### src/rtl/video_timing_gen_if.sv
// Raster timing bundle: pixel-advance controls in, counters and decodes out.
interface video_timing_gen_if #(
   parameter int HW = 10,
   parameter int VW = 10
);
   logic          en;
   logic          clr;
   logic [HW-1:0] hcnt;
   logic [VW-1:0] vcnt;
   logic [1:0]    hstate;
   logic          hsync;
   logic          vsync;
   logic          cblank;
   logic          csync;
   logic          line_start;
   logic          frame_start;
   logic          field;

   modport master (
      input  en, clr,
      output hcnt, vcnt, hstate, hsync, vsync, cblank,
      output csync, line_start, frame_start, field
   );

   modport slave (
      output en, clr,
      input  hcnt, vcnt, hstate, hsync, vsync, cblank,
      input  csync, line_start, frame_start, field
   );
endinterface

### src/rtl/video_timing_gen.sv
// Video raster timing generator; define VTG_INTERLACE_EN for interlaced
// frames (odd field carries one extra blanked line).
module video_timing_gen #(
   parameter int H_ACTIVE = 640,
   parameter int H_FP     = 16,
   parameter int H_SYNC   = 96,
   parameter int H_BP     = 48,
   parameter int V_ACTIVE = 480,
   parameter int V_FP     = 10,
   parameter int V_SYNC   = 2,
   parameter int V_BP     = 33,
   parameter bit HS_POL   = 1'b0,
   parameter bit VS_POL   = 1'b0,
   parameter int HW       = 10,
   parameter int VW       = 10
) (
   input logic                CK,
   input logic                RN,
   video_timing_gen_if.master vt
);
   localparam int H_TOTAL = H_ACTIVE + H_FP + H_SYNC + H_BP;
   localparam int V_TOTAL = V_ACTIVE + V_FP + V_SYNC + V_BP;

   localparam logic [HW-1:0] H_A_END = HW'(H_ACTIVE - 1);
   localparam logic [HW-1:0] H_F_END = HW'(H_ACTIVE + H_FP - 1);
   localparam logic [HW-1:0] H_S_END = HW'(H_ACTIVE + H_FP + H_SYNC - 1);
   localparam logic [HW-1:0] H_LAST  = HW'(H_TOTAL - 1);
   localparam logic [HW-1:0] H_VIS   = HW'(H_ACTIVE);
   localparam logic [VW-1:0] V_VIS   = VW'(V_ACTIVE);
   localparam logic [VW-1:0] V_SY0   = VW'(V_ACTIVE + V_FP);
   localparam logic [VW-1:0] V_SY1   = VW'(V_ACTIVE + V_FP + V_SYNC - 1);
   localparam logic [VW-1:0] V_LAST  = VW'(V_TOTAL - 1);
`ifdef VTG_INTERLACE_EN
   localparam logic [VW-1:0] V_XTRA  = VW'(V_TOTAL);
`endif

   typedef enum logic [1:0] {
      ACTIVE = 2'd0,
      FP     = 2'd1,
      SYNC   = 2'd2,
      BP     = 2'd3
   } hstate_t;

   hstate_t       st, st_n;
   logic [HW-1:0] h, h_n;
   logic [VW-1:0] v, v_n;
   logic          f, f_n;
   logic          v_wrap;
   logic          hs_act, vs_act, blank_n;

   // Next raster position; all outputs are decoded from it so that the
   // registered decodes line up with the registered counters.
   always_comb begin
      st_n   = st;
      h_n    = h;
      v_n    = v;
      f_n    = f;
      v_wrap = 1'b0;
      if (vt.clr) begin
         st_n = ACTIVE;
         h_n  = '0;
         v_n  = '0;
         f_n  = 1'b0;
      end else if (vt.en) begin
         h_n = h + 1'b1;
         unique case (st)
            ACTIVE: if (h == H_A_END) st_n = FP;
            FP:     if (h == H_F_END) st_n = SYNC;
            SYNC:   if (h == H_S_END) st_n = BP;
            BP:     if (h == H_LAST)  st_n = ACTIVE;
         endcase
         if (h == H_LAST) begin
            h_n = '0;
`ifdef VTG_INTERLACE_EN
            v_wrap = f ? (v == V_XTRA) : (v == V_LAST);
            f_n    = f ^ v_wrap;
`else
            v_wrap = (v == V_LAST);
            f_n    = 1'b0;
`endif
            v_n = v_wrap ? '0 : v + 1'b1;
         end
      end
   end

   always_comb begin
      hs_act  = (st_n == SYNC);
      vs_act  = (v_n >= V_SY0) && (v_n <= V_SY1);
      blank_n = (h_n >= H_VIS) || (v_n >= V_VIS);
   end

   always_ff @(posedge CK or negedge RN) begin
      if (!RN) begin
         st             <= ACTIVE;
         h              <= '0;
         v              <= '0;
         f              <= 1'b0;
         vt.hsync       <= ~HS_POL;
         vt.vsync       <= ~VS_POL;
         vt.csync       <= ~HS_POL;
         vt.cblank      <= 1'b0;
         vt.line_start  <= 1'b1;
         vt.frame_start <= 1'b1;
      end else if (vt.clr || vt.en) begin
         st             <= st_n;
         h              <= h_n;
         v              <= v_n;
         f              <= f_n;
         vt.hsync       <= hs_act ? HS_POL : ~HS_POL;
         vt.vsync       <= vs_act ? VS_POL : ~VS_POL;
         vt.csync       <= (hs_act || vs_act) ? HS_POL : ~HS_POL;
         vt.cblank      <= blank_n;
         vt.line_start  <= (h_n == '0);
         vt.frame_start <= (h_n == '0) && (v_n == '0);
      end
   end

   assign vt.hcnt   = h;
   assign vt.vcnt   = v;
   assign vt.hstate = st;
   assign vt.field  = f;
endmodule
### src/flat_wrapper.sv
// flat-port wrapper written by rule: the top's interface ports become plain ports
module video_timing_gen_flat 
#(
   parameter int H_ACTIVE = 640,
   parameter int H_FP     = 16,
   parameter int H_SYNC   = 96,
   parameter int H_BP     = 48,
   parameter int V_ACTIVE = 480,
   parameter int V_FP     = 10,
   parameter int V_SYNC   = 2,
   parameter int V_BP     = 33,
   parameter bit HS_POL   = 1'b0,
   parameter bit VS_POL   = 1'b0,
   parameter int HW       = 10,
   parameter int VW       = 10
)
  (CK, RN, vt_en, vt_clr, vt_hcnt, vt_vcnt, vt_hstate, vt_hsync, vt_vsync, vt_cblank, vt_csync, vt_line_start, vt_frame_start, vt_field);
  video_timing_gen_if #(.HW(HW), .VW(VW)) vt_i ();
  input logic CK;
  input logic RN;
  input wire logic [$bits(vt_i.en)-1:0] vt_en;
  input wire logic [$bits(vt_i.clr)-1:0] vt_clr;
  output wire logic [$bits(vt_i.hcnt)-1:0] vt_hcnt;
  output wire logic [$bits(vt_i.vcnt)-1:0] vt_vcnt;
  output wire logic [$bits(vt_i.hstate)-1:0] vt_hstate;
  output wire logic [$bits(vt_i.hsync)-1:0] vt_hsync;
  output wire logic [$bits(vt_i.vsync)-1:0] vt_vsync;
  output wire logic [$bits(vt_i.cblank)-1:0] vt_cblank;
  output wire logic [$bits(vt_i.csync)-1:0] vt_csync;
  output wire logic [$bits(vt_i.line_start)-1:0] vt_line_start;
  output wire logic [$bits(vt_i.frame_start)-1:0] vt_frame_start;
  output wire logic [$bits(vt_i.field)-1:0] vt_field;
  assign vt_i.en = vt_en;
  assign vt_i.clr = vt_clr;
  assign vt_hcnt = vt_i.hcnt;
  assign vt_vcnt = vt_i.vcnt;
  assign vt_hstate = vt_i.hstate;
  assign vt_hsync = vt_i.hsync;
  assign vt_vsync = vt_i.vsync;
  assign vt_cblank = vt_i.cblank;
  assign vt_csync = vt_i.csync;
  assign vt_line_start = vt_i.line_start;
  assign vt_frame_start = vt_i.frame_start;
  assign vt_field = vt_i.field;
  video_timing_gen #(.H_ACTIVE(H_ACTIVE), .H_FP(H_FP), .H_SYNC(H_SYNC), .H_BP(H_BP), .V_ACTIVE(V_ACTIVE), .V_FP(V_FP), .V_SYNC(V_SYNC), .V_BP(V_BP), .HS_POL(HS_POL), .VS_POL(VS_POL), .HW(HW), .VW(VW)) u_core (.CK(CK), .RN(RN), .vt(vt_i));
endmodule
### config.mk
export PLATFORM = sky130hd
export DESIGN_NAME = video_timing_gen_flat
export DESIGN_NICKNAME = d
export VERILOG_FILES = /design/src/rtl/video_timing_gen_if.sv /design/src/rtl/video_timing_gen.sv /design/src/flat_wrapper.sv
export SDC_FILE = /design/constraint.sdc
export NUM_CORES = 1
export LEC_CHECK = 0
export CAP_MARGIN = 20
export CORE_AREA = 2 2 84 86
export DETAILED_ROUTE_END_ITERATION = 8
export DIE_AREA = 0 0 86 88
export HOLD_SLACK_MARGIN = 0.05
export MAX_ROUTING_LAYER = met4
export SETUP_SLACK_MARGIN = 0.5
export SLEW_MARGIN = 25
export SYNTH_ARGS = -nofsm -noshare
export SYNTH_HDL_FRONTEND = slang
export SYNTH_SLANG_ARGS = --single-unit
### constraint.sdc
create_clock -name CK -period 6 [get_ports CK]
set_clock_uncertainty 0.1 [all_clocks]
set_input_delay 1.2 -clock CK [delete_from_list [all_inputs] [get_ports CK]]
set_output_delay 1.2 -clock CK [all_outputs]
set_load 0.01 [all_outputs]
=== After elaboration in Yosys (flattened, before gate mapping) ===
Index checks and enable logic that the tools add are counted.

* Add/subtract/negate cells: 2
* Order comparisons: 4
* Eq/ne operators: 9
* Multiplexer cells: 20
* Reductions and logical operators: 11

{| class="wikitable"
|+ Operator list
! kind !! number
|-
| 10-bit two-way mux || 7
|-
| 10-bit == test (second input constant) || 5
|-
| 10-bit by 1-bit adder with 10-bit output (second input constant) || 2
|-
| 10-bit by 9-bit >= comparator with 1-bit output (second input constant) || 2
|-
| 10-bit zero test || 2
|-
| 2-bit two-way mux || 6
|-
| 10-bit >= comparator (second input constant) || 1
|-
| 10-bit by 9-bit less-or-equal comparator with 1-bit output (second input constant) || 1
|-
| 2-bit one-hot mux with 4 select lines || 1
|-
| 2-bit == test (second input constant) || 3
|-
| 1-bit two-way mux || 6
|-
| 2-bit nonzero test || 2
|-
| 1-bit logical OR || 3
|-
| 3-bit AND reduction || 1
|-
| 2-bit by 1-bit == test with 1-bit output (second input constant) || 1
|-
| 1-bit logical AND || 2
|-
| 2-bit zero test || 1
|}

* Register bits after elaboration: 29
* Output and inout port bits: 29
* Word-level logic and storage cells: 56

=== Logic depth before layout (Yosys ltp) ===
* Depth after elaboration: 9
* Mapped depth: 10

=== Worst setup path after synthesis ===
OpenSTA, ideal clock, no wires.

* Kind: input to register
* Start: input port vt_en
* End: register u_core.vt.frame_start
* Arrival: 3.036 ns
* Data required time: 5.814 ns
* Setup slack: 2.778 ns
* Stages on the path: 7
* Buffers on the path: 1
* Path through: buf_2 nand3_2 or4_1 a21o_1 o21a_1 or4b_4 o31ai_2

* Cells in the longest elaborated chain, start to end: 4
* Elaborated cells on any way between the ends: 8
* Those cells by class: mux (4); reduce/logical (4)

{| class="wikitable"
|+ RTL lines
! what !! RTL line !! text
|-
| start: declaration || flat_wrapper.sv:21 || <nowiki>input wire logic [$bits(vt_i.en)-1:0] vt_en;</nowiki>
|-
| 10-bit two-way mux || video_timing_gen.sv:64 || <nowiki>end else if (vt.en) begin</nowiki>
|-
| 10-bit two-way mux || video_timing_gen.sv:59 || <nowiki>if (vt.clr) begin</nowiki>
|-
| 10-bit zero test || video_timing_gen.sv:114 || <nowiki>vt.frame_start <= (h_n == '0) && (v_n == '0);</nowiki>
|-
| 1-bit logical AND || video_timing_gen.sv:114 ||
|-
| end signal: assignment || video_timing_gen.sv:114 ||
|-
| end: declaration || video_timing_gen_if.sv:22 || <nowiki>output csync, line_start, frame_start, field</nowiki>
|}

Several ways; a longest one is shown, not always the timed one.
A chain may end at the register's enable or synchronous reset.

=== Worst setup path after layout ===
* Start: input port vt_en
* End: register u_core.vt.cblank

* Cells in the longest elaborated chain, start to end: 4
* Elaborated cells on any way between the ends: 8
* Those cells by class: order compare (2); mux (4); reduce/logical (2)

{| class="wikitable"
|+ RTL lines
! what !! RTL line !! text
|-
| 10-bit two-way mux || video_timing_gen.sv:64 ||
|-
| 10-bit two-way mux || video_timing_gen.sv:59 ||
|-
| 10-bit >= comparator / 10-bit by 9-bit >= comparator with 1-bit output (equally long branches) || video_timing_gen.sv:89 || <nowiki>blank_n = (h_n >= H_VIS) || (v_n >= V_VIS);</nowiki>
|-
| 1-bit logical OR || video_timing_gen.sv:89 ||
|-
| end signal: assignment || video_timing_gen.sv:112 || <nowiki>vt.cblank <= blank_n;</nowiki>
|-
| end: declaration || video_timing_gen_if.sv:21 || <nowiki>output hcnt, vcnt, hstate, hsync, vsync, cblank,</nowiki>
|}

Several ways; a longest one is shown, not always the timed one.

==> metrics.md <==
| Metric | Value |
|---|---|
| Fin crit share | 0.701 |
| Die Ht | between 80 and 90 um |
| Routed WL | approximately 4800 um |
| Status | finished clean |
| WP data arrival | 4.32 ns |
| R2R setup slack | between 2 and 3 ns |
| Ant diodes | 0 |
| Initial Utilization | 0.293 |
| TritonCTS clock tree | done |
| Worst rel slew slack | 0.598 |
| Post_cts resized | 0 |
| Num ports | 33 |
| Via count | 1732 |
| YS warnings | 0 |
| Hold buffers post-CTS | 0 |
| Setup CP Type | input pin to register |
| Number of max-cap violations | 0 |
| ANT nets after route | 0 |
| TNS Setup | 0 ns |
| CTS buffer count | 3 |
| Storage cell area | 707 um^2 |
| First-pass GRT wire length | around 8000 um |
| CTS H-Tree Depth | 1 |
| Crit. End Element | register |
| Layout cells sized above 1 | 0.106 |
| Post-synth ARST share | 1.00 |
| Rows | 30 |
| Max Freq | 0.238 GHz |
| Vias in the first global route | 1570 |
| FF-to-FF path depth | 7 |
| Post-synth EDFFs | 0 |
| Post-Syn Area | 0.00195 mm^2 |
| Hold Slack | 0.361 ns |
| Seq/Total Area, Yosys | 0.363 |
| Final setup vio count | 0 |
| IO buf count | 31 |
| Mean post-synth cell area | 9.02 um^2 |
| Worst path required time | 6.11 ns |
| Core box area | 0.00664 mm^2 |
| Distinct cells, synth | 64 |
| Most used DFF post-synth | dfrtp_1 |
| DR vias/cell | 5.50 |
| Area Growth Syn to Fin | 18.0% |
| Crit-path max FO | 17 |
| Detailed Place HPWL | 3410 um |
| CP startpoint kind | input pin |
| Fillers | 684 |
| Worst-margin pin slew | 0.597 ns |
| Gr ovfl total | 0 |
| Tmin final | 4.21 ns |
| CTS max path bufs | 2 |
| WHS Endpoint | u_core.vt.line_start |
| Die area | 0.00757 mm^2 |
| Drt pass-1 iters | 4 |
| Die width | 86 um |
| RSZ-0062 raised after global routing | false |
| Routed WL per cell | between 15 and 20 um |
| Min-delay worst type | register to register |
| Post-CTS Setup Bufs | 0 |
| Hold path start | u_core.vt.line_start |
| Peak VDD IR | between 0.1 and 0.15 mV |
| Pleak | 0.000859 uW |
| Clock latency on the worst-skew pair | 0.27 ns |
| #FFs+latches synth | 28 |
| GRT Resource Usage Total | 0.136 |
| Largest net degree at the start of global routing | 32 |
| Reg-to-reg startpoint | u_core.vt.hcnt[0] |
| Dpl cells | 311 |
| Reg-to-Reg End | u_core.vt.cblank |
| CTS clk-pin slew, worst paths | 0.10 ns |
| Area of the multi-input gates | about 0.0011 mm^2 |
| Net Count, Synth | about 220 |
| CTS sink cnt | 28 |
| GP Congestion | 0.837 |
| DRC violations left | 0 |
| Finished Core Util | 0.346 |
| Nets | 243 |
| Fin. Hold Viols | 0 |
| Hold Path Cell Cnt | 2 |
| Max-slew violations | 0 |
| Antenna violations before repair | 0 |
| CTS Root Buffer Type | clkbuf_8 |
| Post-Syn Instances | 216 |
| Power Density | roughly 160 mW/mm^2 |
| Starting DRC count in detailed routing | 156 |
| Non-filler cells, final | 315 |
[metal layers]
layer / share of wire / global-route usage / vias up
li1: - / - / 847
met1: 0.49 / 0.198 / 839
met2: 0.45 / 0.197 / 42
met3: 0.041 / 0.0207 / 4
met4: 0.012 / 0.0346 / 0
met5: 0 / - / -
[synthesized netlist by cell type (3+ instances only)]
cell | count | area share
a211oi_1 | 3 | 0.012
a21o_1 | 3 | 0.012
a21oi_1 | 11 | 0.028
a31oi_1 | 7 | 0.022
and3_1 | 4 | 0.013
and4_1 | 3 | 0.013
buf_2 | 4 | 0.010
buf_6 | 3 | 0.017
clkbuf_1 | 5 | 0.0096
dfrtp_1 | 23 | 0.30
dfstp_2 | 5 | 0.067
ha_1 | 3 | 0.019
inv_1 | 3 | 0.0058
mux2i_1 | 3 | 0.015
nand2_1 | 18 | 0.035
nand2b_1 | 4 | 0.013
nand3_1 | 11 | 0.028
nand3b_1 | 3 | 0.012
nand4_1 | 5 | 0.016
nor2_1 | 15 | 0.029
nor2b_1 | 4 | 0.013
nor3_1 | 10 | 0.026
nor4_1 | 3 | 0.0096
nor4b_1 | 3 | 0.013
o21ai_0 | 4 | 0.010
or3_1 | 3 | 0.0096
or4_1 | 4 | 0.015
xnor2_1 | 6 | 0.027
xor2_1 | 3 | 0.013
[flip-flops by register name (all words and copies together) (netlist names)]
register               flops
u_core.vt.cblank           1
u_core.vt.hsync            1
u_core.vt.line_start       1
u_core.vt.hcnt            10
u_core.vt.vcnt            10
u_core.vt.csync            1
u_core.vt.frame_start      1
u_core.vt.hstate           2
u_core.vt.vsync            1
[final cells by class]
cell class	instances	share of cell area
Timing Repair Buffer	32	0.136
Multi-Input combinational cell	168	0.484
Sequential cell	28	0.307
Tap cell	80	0.0435
Inverter	3	0.00490
Clock buffer	4	0.0239
[critical path, stage by stage]
cell and delay [ns]:
clkdlybuf4s50_1 0.83, and2_1 0.40, nand4_1 0.47, or4b_2 0.78
a21oi_1 0.22, and4_1 0.27, a221o_1 0.14
[worst max path at each step]
stage	start	to	depth (start not counted)
6_report	vt_en	u_core.vt.cblank	7
5_1_grt	vt_en	u_core.vt.cblank	7
4_1_cts	vt_en	u_core.vt.cblank	7
3_5_place_dp	vt_en	u_core.vt.cblank	7
3_3_place_gp	vt_en	u_core.vt.cblank	7
2_1_floorplan	vt_en	u_core.vt.frame_start	7
[cells in the final DEF (no fill, tap or decap), types with 2 or more instances in the layout]
master,n
o21ai_0,4
dfrtp_1,23
a21o_1,3
clkbuf_8,4
ha_1,3
and2_1,2
nor2_1,15
dfstp_2,5
nand2b_1,4
nor2b_1,4
nand3b_1,3
nor3_1,10
mux2i_1,3
a31oi_1,7
a311oi_1,2
or4_1,4
xor2_1,3
clkdlybuf4s50_1,30
nand3_2,2
o31ai_1,2
a21oi_1,11
nor4_1,3
nand4_1,5
and3_1,4
a211oi_1,3
or3_1,3
nor4b_1,3
xnor2_1,6
and4_1,3
inv_1,3
nand3_1,11
nand2_1,18
[kinds of logic (layout without fill, tap and decap cells)]
| family | Yosys count | count (layout) | share of synthesized area |
|---|---|---|---|
| simple gates | 105 | 105 | 0.324 |
| compound gates | 46 | 46 | 0.165 |
| flops | 28 | 28 | 0.363 |
| buf+inv | 20 | 39 | 0.0655 |
| xor+xnor | 9 | 9 | 0.0405 |
| mux | 4 | 4 | 0.0212 |
| fa+ha+maj | 3 | 3 | 0.0193 |
| other cells | 1 | 1 | 0.00192 |
[where the power goes]
group,internal (uW),switching [uW]
sequential,196,7.22
combinational,21.6,24.3
clock,58.7,60.2
[per-stage QoR]
step	total power [uW]	area [um^2]	setup slack, ns
after floorplan	232	1950	2.78
after detailed placement	253	2240	1.55
after CTS	375	2300	1.83
after global placement	253	2250	1.54
after global routing	386	2300	1.50
final	368	2300	1.79
No activity file was read; power rests on OpenSTA's default activity.
